### src/rtl/wavegen_multi.sv
// Multi-mode waveform generator driven by an internal phase accumulator.
// Define WAVEGEN_MOD_EN to build the modulated-square mode (mode 5) and its period counter.
module wavegen_multi #(
  parameter int WIDTH     = 8,
  parameter int PHASE_W   = 16,
  parameter int MOD_DIV_W = 4
) (
  input  logic               clk,
  input  logic               rst,
  input  logic               en,
  input  logic [PHASE_W-1:0] freq_step,
  input  logic [2:0]         mode_in,
  input  logic [WIDTH-1:0]   duty_in,
  input  logic [1:0]         amp_shift,
  input  logic               load,
  output logic [WIDTH-1:0]   signal,
  output logic               wrap,
  output logic [2:0]         active_mode
);

  if (WIDTH < 4 || PHASE_W < WIDTH || MOD_DIV_W < 1) begin : g_param_check
    $error("wavegen_multi: illegal parameter combination");
  end

  localparam logic [WIDTH-1:0] DUTY_RST = WIDTH'(1) << (WIDTH - 1);

  logic [PHASE_W-1:0] acc, acc_next;
  logic [PHASE_W:0]   sum;
  logic               carry;
  logic [2:0]         shadow_mode, mode_eff;
  logic [WIDTH-1:0]   shadow_duty, active_duty, duty_eff;
  logic               pending, xfer;
  logic [WIDTH-1:0]   ph, sq, tri_s, shape;

`ifdef WAVEGEN_MOD_EN
  logic [MOD_DIV_W-1:0] mod_cnt, mod_next;
  assign mod_next = carry ? mod_cnt + 1'b1 : mod_cnt;

  always_ff @(posedge clk) begin
    if (rst) mod_cnt <= '0;
    else     mod_cnt <= mod_next;
  end
`endif

  always_comb begin
    sum      = {1'b0, acc} + {1'b0, freq_step};
    acc_next = acc;
    carry    = 1'b0;
    if (en) begin
      acc_next = sum[PHASE_W-1:0];
      carry    = sum[PHASE_W];
    end
    // Shadow settings take over at the period boundary, or at once while the phase is frozen.
    xfer     = pending && (carry || !en);
    mode_eff = xfer ? shadow_mode : active_mode;
    duty_eff = xfer ? shadow_duty : active_duty;

    ph    = acc_next[PHASE_W-1 -: WIDTH];
    sq    = (ph < duty_eff) ? '1 : '0;
    tri_s = {ph[WIDTH-2:0], 1'b0};
    if (ph[WIDTH-1]) tri_s = ~tri_s;

    shape = '0;
    case (mode_eff)
      3'd0:    shape = sq;
      3'd1:    shape = ph;
      3'd2:    shape = ~ph;
      3'd3:    shape = tri_s;
`ifdef WAVEGEN_MOD_EN
      3'd5:    shape = mod_next[MOD_DIV_W-1] ? sq : '0;
`endif
      default: shape = '0;
    endcase
  end

  always_ff @(posedge clk) begin
    if (rst) begin
      acc         <= '0;
      wrap        <= 1'b0;
      signal      <= '0;
      active_mode <= 3'd0;
      active_duty <= DUTY_RST;
      shadow_mode <= 3'd0;
      shadow_duty <= DUTY_RST;
      pending     <= 1'b0;
    end else begin
      acc         <= acc_next;
      wrap        <= carry;
      signal      <= shape >> amp_shift;
      active_mode <= mode_eff;
      active_duty <= duty_eff;
      if (load) begin
        shadow_mode <= mode_in;
        shadow_duty <= duty_in;
      end
      // A load coinciding with a transfer stays pending for the next boundary.
      pending <= load || (pending && !xfer);
    end
  end

endmodule

### config.mk
export PLATFORM = sky130hd
export DESIGN_NAME = wavegen_multi
export DESIGN_NICKNAME = d
export VERILOG_FILES = /design/src/rtl/wavegen_multi.sv
export SDC_FILE = /design/constraint.sdc
export NUM_CORES = 1
export LEC_CHECK = 0
export CAP_MARGIN = 5
export CORE_MARGIN = 2
export CORE_UTILIZATION = 30
export CTS_CLUSTER_DIAMETER = 50
export DETAILED_ROUTE_END_ITERATION = 10
export PLACE_DENSITY_LB_ADDON = 0.15
export SYNTH_ARGS = -nofsm -noshare
export SYNTH_HDL_FRONTEND = slang
export SYNTH_SLANG_ARGS = --single-unit
### constraint.sdc
create_clock -name clk -period 11.3 [get_ports clk]
set_input_delay 1.695 -clock clk [delete_from_list [all_inputs] [get_ports clk]]
set_output_delay 1.695 -clock clk [all_outputs]
set_load 0.05 [all_outputs]
# Word-level counts from Yosys, hierarchy flattened
# Cells that the tools add are included.
# totals
reg_bits,48
input_bits,33
word_cells,31
# op_classes
addsub,1
magnitude_cmp,1
eq_ne,3
shift,1
mux,7
bitwise,2
n_reduce_logical,7
# op_table
cell,n
$pmux 8 s4,1
$mux 8,3
$add 16x16->17,1
$mux 16,1
$not 8->8,2
$lt 8x8->1,1
$shr 8x2->8,1
$eq 3x2->1 const B,2
$eq 3x1->1 const B,1
$logic_not 3->1,1
$mux 3,1
$logic_and 1x1->1,2
$logic_not 1->1,2
$logic_or 1x1->1,2
$mux 1,1

# Depth between registers and ports, before layout
# Gate-level depths: netlist of the first run.
# depth
word_depth,9
depth_mapped,18
mapped_depth_nobuf,17

# Least setup slack after synthesis of the first run
# OpenSTA, ideal clock, no wires.
# synth_path
kind,in2reg
start,in freq_step[0]
end,reg signal[5]
setup_ns,0.095
arrival_ns,5.203
setup_slack_ns,6.001
stages,17
path_buffers,1
path_cell_list,ha_1 -> fa_1 -> a211oi_1 -> o311a_2 -> o22ai_4 -> o21ai_4 -> clkbuf_1 -> mux2i_1 -> ha_1 -> a21oi_1 -> nor2b_1 -> o21ai_0 -> o21ai_0 -> nor2_1 -> o211a_1 -> o21ai_0 -> a221oi_1
# synth_via
elab_chain_len,9
word_cells_on_any_way,18
# synth_rtl
item,line_no,source
start: declaration,11,"input logic [PHASE_W-1:0] freq_step,"
$add 16x16->17 (*),46,"sum = {1'b0, acc} + {1'b0, freq_step};"
$mux 1,49,if (en) begin
$logic_or 1x1->1,54,xfer = pending && (carry || !en);
$logic_and 1x1->1,54,
$mux 8,56,duty_eff = xfer ? shadow_duty : active_duty;
$lt 8x8->1,59,sq = (ph < duty_eff) ? '1 : '0;
$mux 8,59,
$pmux 8 s4 (*),64,case (mode_eff)
$shr 8x2->8 (*),89,signal <= shape >> amp_shift;
end signal: assignment,89,
end: declaration,16,"output logic [WIDTH-1:0] signal,"
# Every way passes the cells marked *; elsewhere a longest branch is shown, timed or not.
# A chain may end at the register's enable or synchronous reset.

# Worst setup path after layout of the first run
# layout_path
start,in freq_step[0]
end,reg signal[0]
# Same word-level chain as after synthesis.

==> flow_metrics.py, run 1 <==
metrics = {
    "pwr": {
        "ir_drop_worst_case_vdd_v": 0.0000619,
        "totalPowerFinal_uw": 621,
        "p_leak_nw": 1.69,
        "power_density_nw_per_um2": 155,
    },
    "routing": {
        "route.final.wire_length_um": 8960,
        "drt.antenna.violating_nets": 0,
        "dr_total_vias": 3017,
        "drt_first_iter_violations": 104,
        "number_of_iterations_in_the_first_detailed_routing_pass": 4,
        "detail_route.wl_per_cell_um": 16.0,
        "route.detailed.vias_per_inst": 5.38,
        "route.detailed.drc": 0,
    },
    "worst_setup_path": {
        "critPathBufInv": 1,
        "startpoint_to_endpoint_class_of_the_critical_path": "primary input to flip-flop",
        "crit_path_end_kind": "flip-flop",
        "cpLargestDelayFamily": "compound AO/OA/AOI/OAI gates",
        "path_max_fanout": 17,
        "start_kind": "primary input",
        "critical_path_cell_by_cell": "clkdlybuf4s50_1, ha_1, fa_1, a211oi_1, o311a_2, o22ai_4, o21ai_4, mux2i_1, ha_1, a21oi_1, nor2b_1, o21ai_0, o21ai_0, nor2_1, o211ai_1, nand2_1, o21ai_0, o22ai_1",
        "timing.critical_path.slowest_cell_delay_ps": 570,
        "arrival_time_of_the_worst_setup_path_ps": 5860,
        "crit_top_cell": "sky130_fd_sc_hd__o21ai_0",
        "critPathSlowestCell": "sky130_fd_sc_hd__o21ai_4",
        "worst-endpoint-required_ps": 11540,
    },
    "die": {
        "die_extent_in_y_um": 110,
        "fp.dieArea_um2": 12100,
        "die_w_um": 110,
        "core_area_um2": 10900,
        "core.rowCount": 38,
        "ios": 45,
        "start_util_pct": 31.0,
    },
    "cells_and_area": {
        "layout_common_cells": "sky130_fd_sc_hd__nor2_1, sky130_fd_sc_hd__dfxtp_1, sky130_fd_sc_hd__clkdlybuf4s50_1",
        "post_route_cells_drive_above_1_share_pct": 6.89,
        "fin_area_um2": 4010,
        "area.growth.synth_to_final_pct": 18.7,
        "layout_commonest_cell": "sky130_fd_sc_hd__nor2_1",
        "design.final.nets": 478,
        "antenna_diodes": 0,
    },
    "synth": {
        "netlist_area_before_placement_um2": 3380,
        "synthDominantAreaCellType": "sky130_fd_sc_hd__dfxtp_1",
        "synthFlopType": "sky130_fd_sc_hd__dfxtp_1",
        "ffs_latches_synth": 48,
        "postSynth.asyncResetShare_pct": 0,
        "post_synth_num_cell_types": 62,
        "mappedNetlistNets": 442,
        "synth_largest_type_area_fraction_pct": 28.5,
        "synthesis.area_per_instance_um2": 8.77,
        "synth-edff-count": 0,
        "post_synth_main_area_contributors": "sky130_fd_sc_hd__dfxtp_1, sky130_fd_sc_hd__mux2i_1, sky130_fd_sc_hd__ha_1",
        "ys_warn_count": 0,
        "ys_seq_area_share_pct": 28.5,
        "synthesis.instances": 385,
    },
    "clock_tree": {
        "ctsHtreeMaxLevel": 2,
        "cts_tree": "built",
        "cts_max_path_buffers": 2,
        "cts_made_buffers": 5,
        "clk_pin_slew_ps": 90,
        "cts_setup_buffers": 0,
        "clk_latency_ps": 310,
        "cts_sinks": 48,
        "cts_resized": 0,
        "clock_tree.root_cell": "sky130_fd_sc_hd__clkbuf_8",
        "ctsHoldBuffers": 0,
    },
    "global_routing": {
        "globalRouteOverflowTotal": 0,
        "grt_first_pass_wirelength_um": 14800,
        "grt_max_degree": 44,
        "global_route.usage.total_pct": 15.6,
        "first_global_vias": 2976,
        "grt_antenna_before_repair": 0,
    },
    "sta": {
        "timing.max_slew.rel_slack_pct": 18.7,
        "skew_ps": 5.60,
        "fin_crit_sh_pct": 49.7,
        "fin_crit_ps": 5620,
        "final.setup.tns_ps": 0,
        "max_clock_freq_ghz": 0.178,
        "timing.final.max_slew_violations": 0,
        "hold_viol": 0,
        "setup_viol_count_final": 0,
        "rsz0062_at_grt": "no",
        "tightest_slew_ps": 1200,
    },
    "worst_hold_path": {
        "min-delay-path-class": "flip-flop to flip-flop",
    },
    "placed_design": {
        "place_hpwl_um": 6670,
        "gp_routability_congestion": 0.847,
        "postPlaceCellArea_um2": 3920,
        "port_buffers": 44,
    },
    "status": {
        "run_status": "completed",
    },
    "job": {
        "max-cap-violations": 0,
    },
}
## cell families (layout without fill, tap and decap cells)
logic type               count (synthesis)  count (layout)  share of synthesized area [%]
AND/OR/NAND/NOR                        122             122                           17.4
AO/OA/AOI/OAI                          102             102                           22.5
multiplexers                            49              49                           15.1
flip-flops                              48              48                           28.5
buffers and inverters                   26              62                           3.78
adder cells (fa/ha/maj)                 24              24                           9.11
XOR/XNOR                                14              14                           3.63
## report_power, final
part,total (mW),leakage (nW),internal (mW),switching [mW]
Combinational,0.306,1.24,0.124,0.182
Clock,0.111,0.0473,0.0490,0.0620
Sequential,0.205,0.395,0.192,0.0127
## worst paths after layout
kind	startpoint	to	slack [ps]	cells past startpoint
setup / recovery	freq_step[0]	signal[0]	5680	18
hold / removal	acc[0]	acc[0]	500	2
setup reg to reg	acc[0]	signal[0]	7190	17
hold reg to reg	acc[0]	acc[0]	500	2
## synth_stat cells (8+ instances only)
library cell	n
sky130_fd_sc_hd__nand4_1	8
sky130_fd_sc_hd__a21oi_1	17
sky130_fd_sc_hd__nor2_1	49
sky130_fd_sc_hd__o211ai_1	8
sky130_fd_sc_hd__dfxtp_1	48
sky130_fd_sc_hd__xnor2_1	10
sky130_fd_sc_hd__ha_1	23
sky130_fd_sc_hd__mux2i_1	42
sky130_fd_sc_hd__clkbuf_1	9
sky130_fd_sc_hd__nor2b_1	12
sky130_fd_sc_hd__nand3_1	9
sky130_fd_sc_hd__nand2_1	19
sky130_fd_sc_hd__o21ai_0	15
sky130_fd_sc_hd__a21o_1	9
## layout make-up
cell class,instances,area (um2)
fill,1146,6880
multi-input combinational,311,2290
sequential,48,961
timing repair buffer,46,455
tap,140,175
clock buffer,6,82.6
inverter,9,36.3
clock inverter,1,8.76
## metal layers
metal,track usage [%],wire length [um],share of wire (%)
met4,3.30,86,0.96
met5,0,0,0
met3,2.47,334,3.7
met1,21.6,4440,50
met2,25.6,4100,46
## registers in the layout, indices dropped and copies added, names as in the netlist
register / cells
shadow_duty: 8
active_mode: 3
signal: 8
pending: 1
wrap: 1
shadow_mode: 3
active_duty: 8
acc: 16
## tightest hold or removal path: stages, from the launching register on
cell and delay (ps):
sky130_fd_sc_hd__dfxtp_1 340, sky130_fd_sc_hd__mux2i_1 60, sky130_fd_sc_hd__nor2_1 70
## through the flow
stage	cells	hold slack [ps]	utilization (%)	worst slack, ps
floorplan	385	453	-	6000
global placement	554	477	36.0	5460
detailed placement	554	491	36.0	5360
CTS	561	511	36.8	5670
global route	561	533	36.8	5220
finish	561	505	36.8	5680
Power figures use the tool's default switching activity.
==> inputs of run 2 (changes only) <==
==> constraint.sdc (replaced) <==
create_clock -name clk -period 4.8 [get_ports clk]
set_input_delay 0.72 -clock clk [delete_from_list [all_inputs] [get_ports clk]]
set_output_delay 0.72 -clock clk [all_outputs]
set_load 0.05 [all_outputs]
==> run 2 against run 1 <==
  * Design area up 3.0%
  * Wire length up 2.1%
  * Core utilization increased by 1.1 points
  * Critical path depth is 1 lower
  * Die area stayed put
  * Global-route usage is 0.46 points higher
  * Critical path type unchanged
==> flow_metrics.py, run 2 (synthesis gave the netlist of run 1 again) <==
metrics = {
    "status": {
        "run_status": "completed",
    },
    "pwr": {
        "p_leak_nw": 1.76,
        "share_comb_of_total_power_pct": 47.1,
        "swShare_pct": 39.0,
        "pwr-share-seq_pct": 30.0,
        "power_density_nw_per_um2": 388,
        "totalPowerFinal_mw": 1.60,
        "ir_drop_worst_case_vdd_v": 0.000193,
        "internal_power_uw": 978,
        "netSwitchingPower_uw": 625,
        "p_clk_share_pct": 22.8,
    },
    "worst_setup_path": {
        "r2r-end": "signal[5]",
        "arrival_time_of_the_worst_setup_path_ps": 4570,
        "reg2regPathDepth": 16,
        "startpoint_to_endpoint_class_of_the_critical_path": "primary input to flip-flop",
        "reg2reg_setup_slack_ps": 950,
        "start_kind": "primary input",
        "worst-endpoint-required_ps": 5010,
        "r2r-start": "acc[0]",
        "crit_path_end_kind": "flip-flop",
        "path_max_fanout": 8,
    },
    "worst_hold_path": {
        "hold_depth": 2,
        "min-delay-path-class": "flip-flop to flip-flop",
        "timing.hold.worst.start": "acc[2]",
        "holdPathEnd": "acc[2]",
    },
    "routing": {
        "route.final.wire_length_um": 9150,
        "drt.antenna.violating_nets": 0,
        "detail_route.wl_per_cell_um": 16.0,
        "route.detailed.vias_per_inst": 5.27,
        "route.detailed.drc": 0,
        "dr_total_vias": 3015,
        "number_of_iterations_in_the_first_detailed_routing_pass": 4,
        "drt_first_iter_violations": 207,
    },
    "global_routing": {
        "grt_antenna_before_repair": 0,
        "globalRouteOverflowTotal": 0,
        "grt_max_degree": 32,
        "grt_first_pass_wirelength_um": 15100,
        "first_global_vias": 2912,
        "global_route.usage.total_pct": 16.1,
    },
    "placed_design": {
        "port_buffers": 44,
        "place_hpwl_um": 7140,
        "gp_routability_congestion": 0.821,
        "detailedPlace.worstSlack_ps": 114,
        "postPlaceCellArea_um2": 3990,
        "dpl.cell_count": 564,
    },
    "clock_tree": {
        "cts_max_path_buffers": 2,
        "clk_latency_ps": 310,
        "clk_pin_slew_ps": 100,
        "ctsHoldBuffers": 0,
        "clock_tree.root_cell": "sky130_fd_sc_hd__clkbuf_8",
        "cts_tree": "built",
        "cts_sinks": 48,
        "cts_setup_buffers": 0,
        "cts_resized": 0,
        "cts_made_buffers": 5,
        "ctsHtreeMaxLevel": 2,
    },
    "cells_and_area": {
        "antenna_diodes": 0,
        "layout_common_cells": "sky130_fd_sc_hd__nor2_1, sky130_fd_sc_hd__dfxtp_1, sky130_fd_sc_hd__clkdlybuf4s50_1",
        "area.growth.synth_to_final_pct": 22.3,
        "layout.cells.non_filler": 572,
        "filler_cell_count": 1122,
        "layout.core_utilization_pct": 37.9,
        "multi_input_area_um2": 2290,
        "design.final.nets": 488,
        "number_of_flip_flops_in_the_largest_register": 16,
        "post_route_cells_drive_above_1_share_pct": 9.26,
        "fin_area_um2": 4130,
        "largest-register": "acc",
        "area.sequential_um2": 961,
        "layout_commonest_cell": "sky130_fd_sc_hd__nor2_1",
    },
    "sta": {
        "setup_viol_count_final": 0,
        "final.setup.tns_ps": 0,
        "rsz0062_at_grt": "no",
        "hold_viol": 0,
        "skew_ps": 9.98,
        "timing.hold.ws_ps": 495,
        "timing.max_slew.rel_slack_pct": 51.4,
        "timing.final.max_slew_violations": 0,
        "worst_slack_ps": 437,
        "tightest_slew_ps": 717,
        "fin_crit_sh_pct": 90.9,
        "fin_crit_ps": 4360,
        "max_clock_freq_ghz": 0.229,
    },
    "die": {
        "fp.dieArea_um2": 12100,
        "die_w_um": 110,
        "ios": 45,
        "core_area_um2": 10900,
        "core.rowCount": 38,
        "die_extent_in_y_um": 110,
        "start_util_pct": 31.0,
    },
    "job": {
        "max-cap-violations": 0,
    },
}
-- run 2: metal layers --
metal,track usage [%],vias up,wire length (um)
met5,0,-,0
met4,4.02,0,77
met3,2.35,5,347
met2,25.7,60,4130
met1,22.7,1415,4600
li1,-,1535,-
-- run 2: worst max-delay path by stage --
stage / start / end / slack (ps) / cells after the start
2_1_floorplan: freq_step[0] / signal[5] / 480 / 17
3_3_place_gp: freq_step[0] / signal[0] / 230 / 18
3_5_place_dp: freq_step[0] / signal[5] / 110 / 17
4_1_cts: freq_step[0] / signal[5] / 420 / 17
5_1_grt: freq_step[0] / signal[0] / 10 / 18
6_report: freq_step[0] / signal[5] / 440 / 17
-- run 2: layout make-up --
cell class	instances	area share, %
multi-input combinational	311	55.4
sequential	48	23.3
timing repair buffer	56	12.8
tap	140	4.24
clock buffer	5	1.67
clock inverter	3	1.67
inverter	9	0.879
-- run 2: worst max-delay path, stage by stage --
cell	delay, ps
sky130_fd_sc_hd__clkdlybuf4s50_1	410
sky130_fd_sc_hd__ha_1	240
sky130_fd_sc_hd__fa_1	440
sky130_fd_sc_hd__a211oi_1	300
sky130_fd_sc_hd__o311a_2	280
sky130_fd_sc_hd__o22ai_4	90
sky130_fd_sc_hd__o21ai_4	330
sky130_fd_sc_hd__mux2i_1	300
sky130_fd_sc_hd__ha_1	280
sky130_fd_sc_hd__a21oi_1	140
sky130_fd_sc_hd__nor2b_1	60
sky130_fd_sc_hd__o21ai_0	140
sky130_fd_sc_hd__o21ai_0	100
sky130_fd_sc_hd__nor2_1	140
sky130_fd_sc_hd__o211a_1	200
sky130_fd_sc_hd__o21ai_0	130
sky130_fd_sc_hd__a221oi_1	280
-- run 2: power by group through the flow --
stage                     Clock [mW]  Combinational [mW]  Sequential, mW
final                          0.366               0.755           0.481
after global routing           0.395               0.831           0.489
after CTS                      0.378               0.757           0.483
after detailed placement           0               0.752           0.492
after global placement             0               0.750           0.491
after floorplan                    0               0.461           0.559
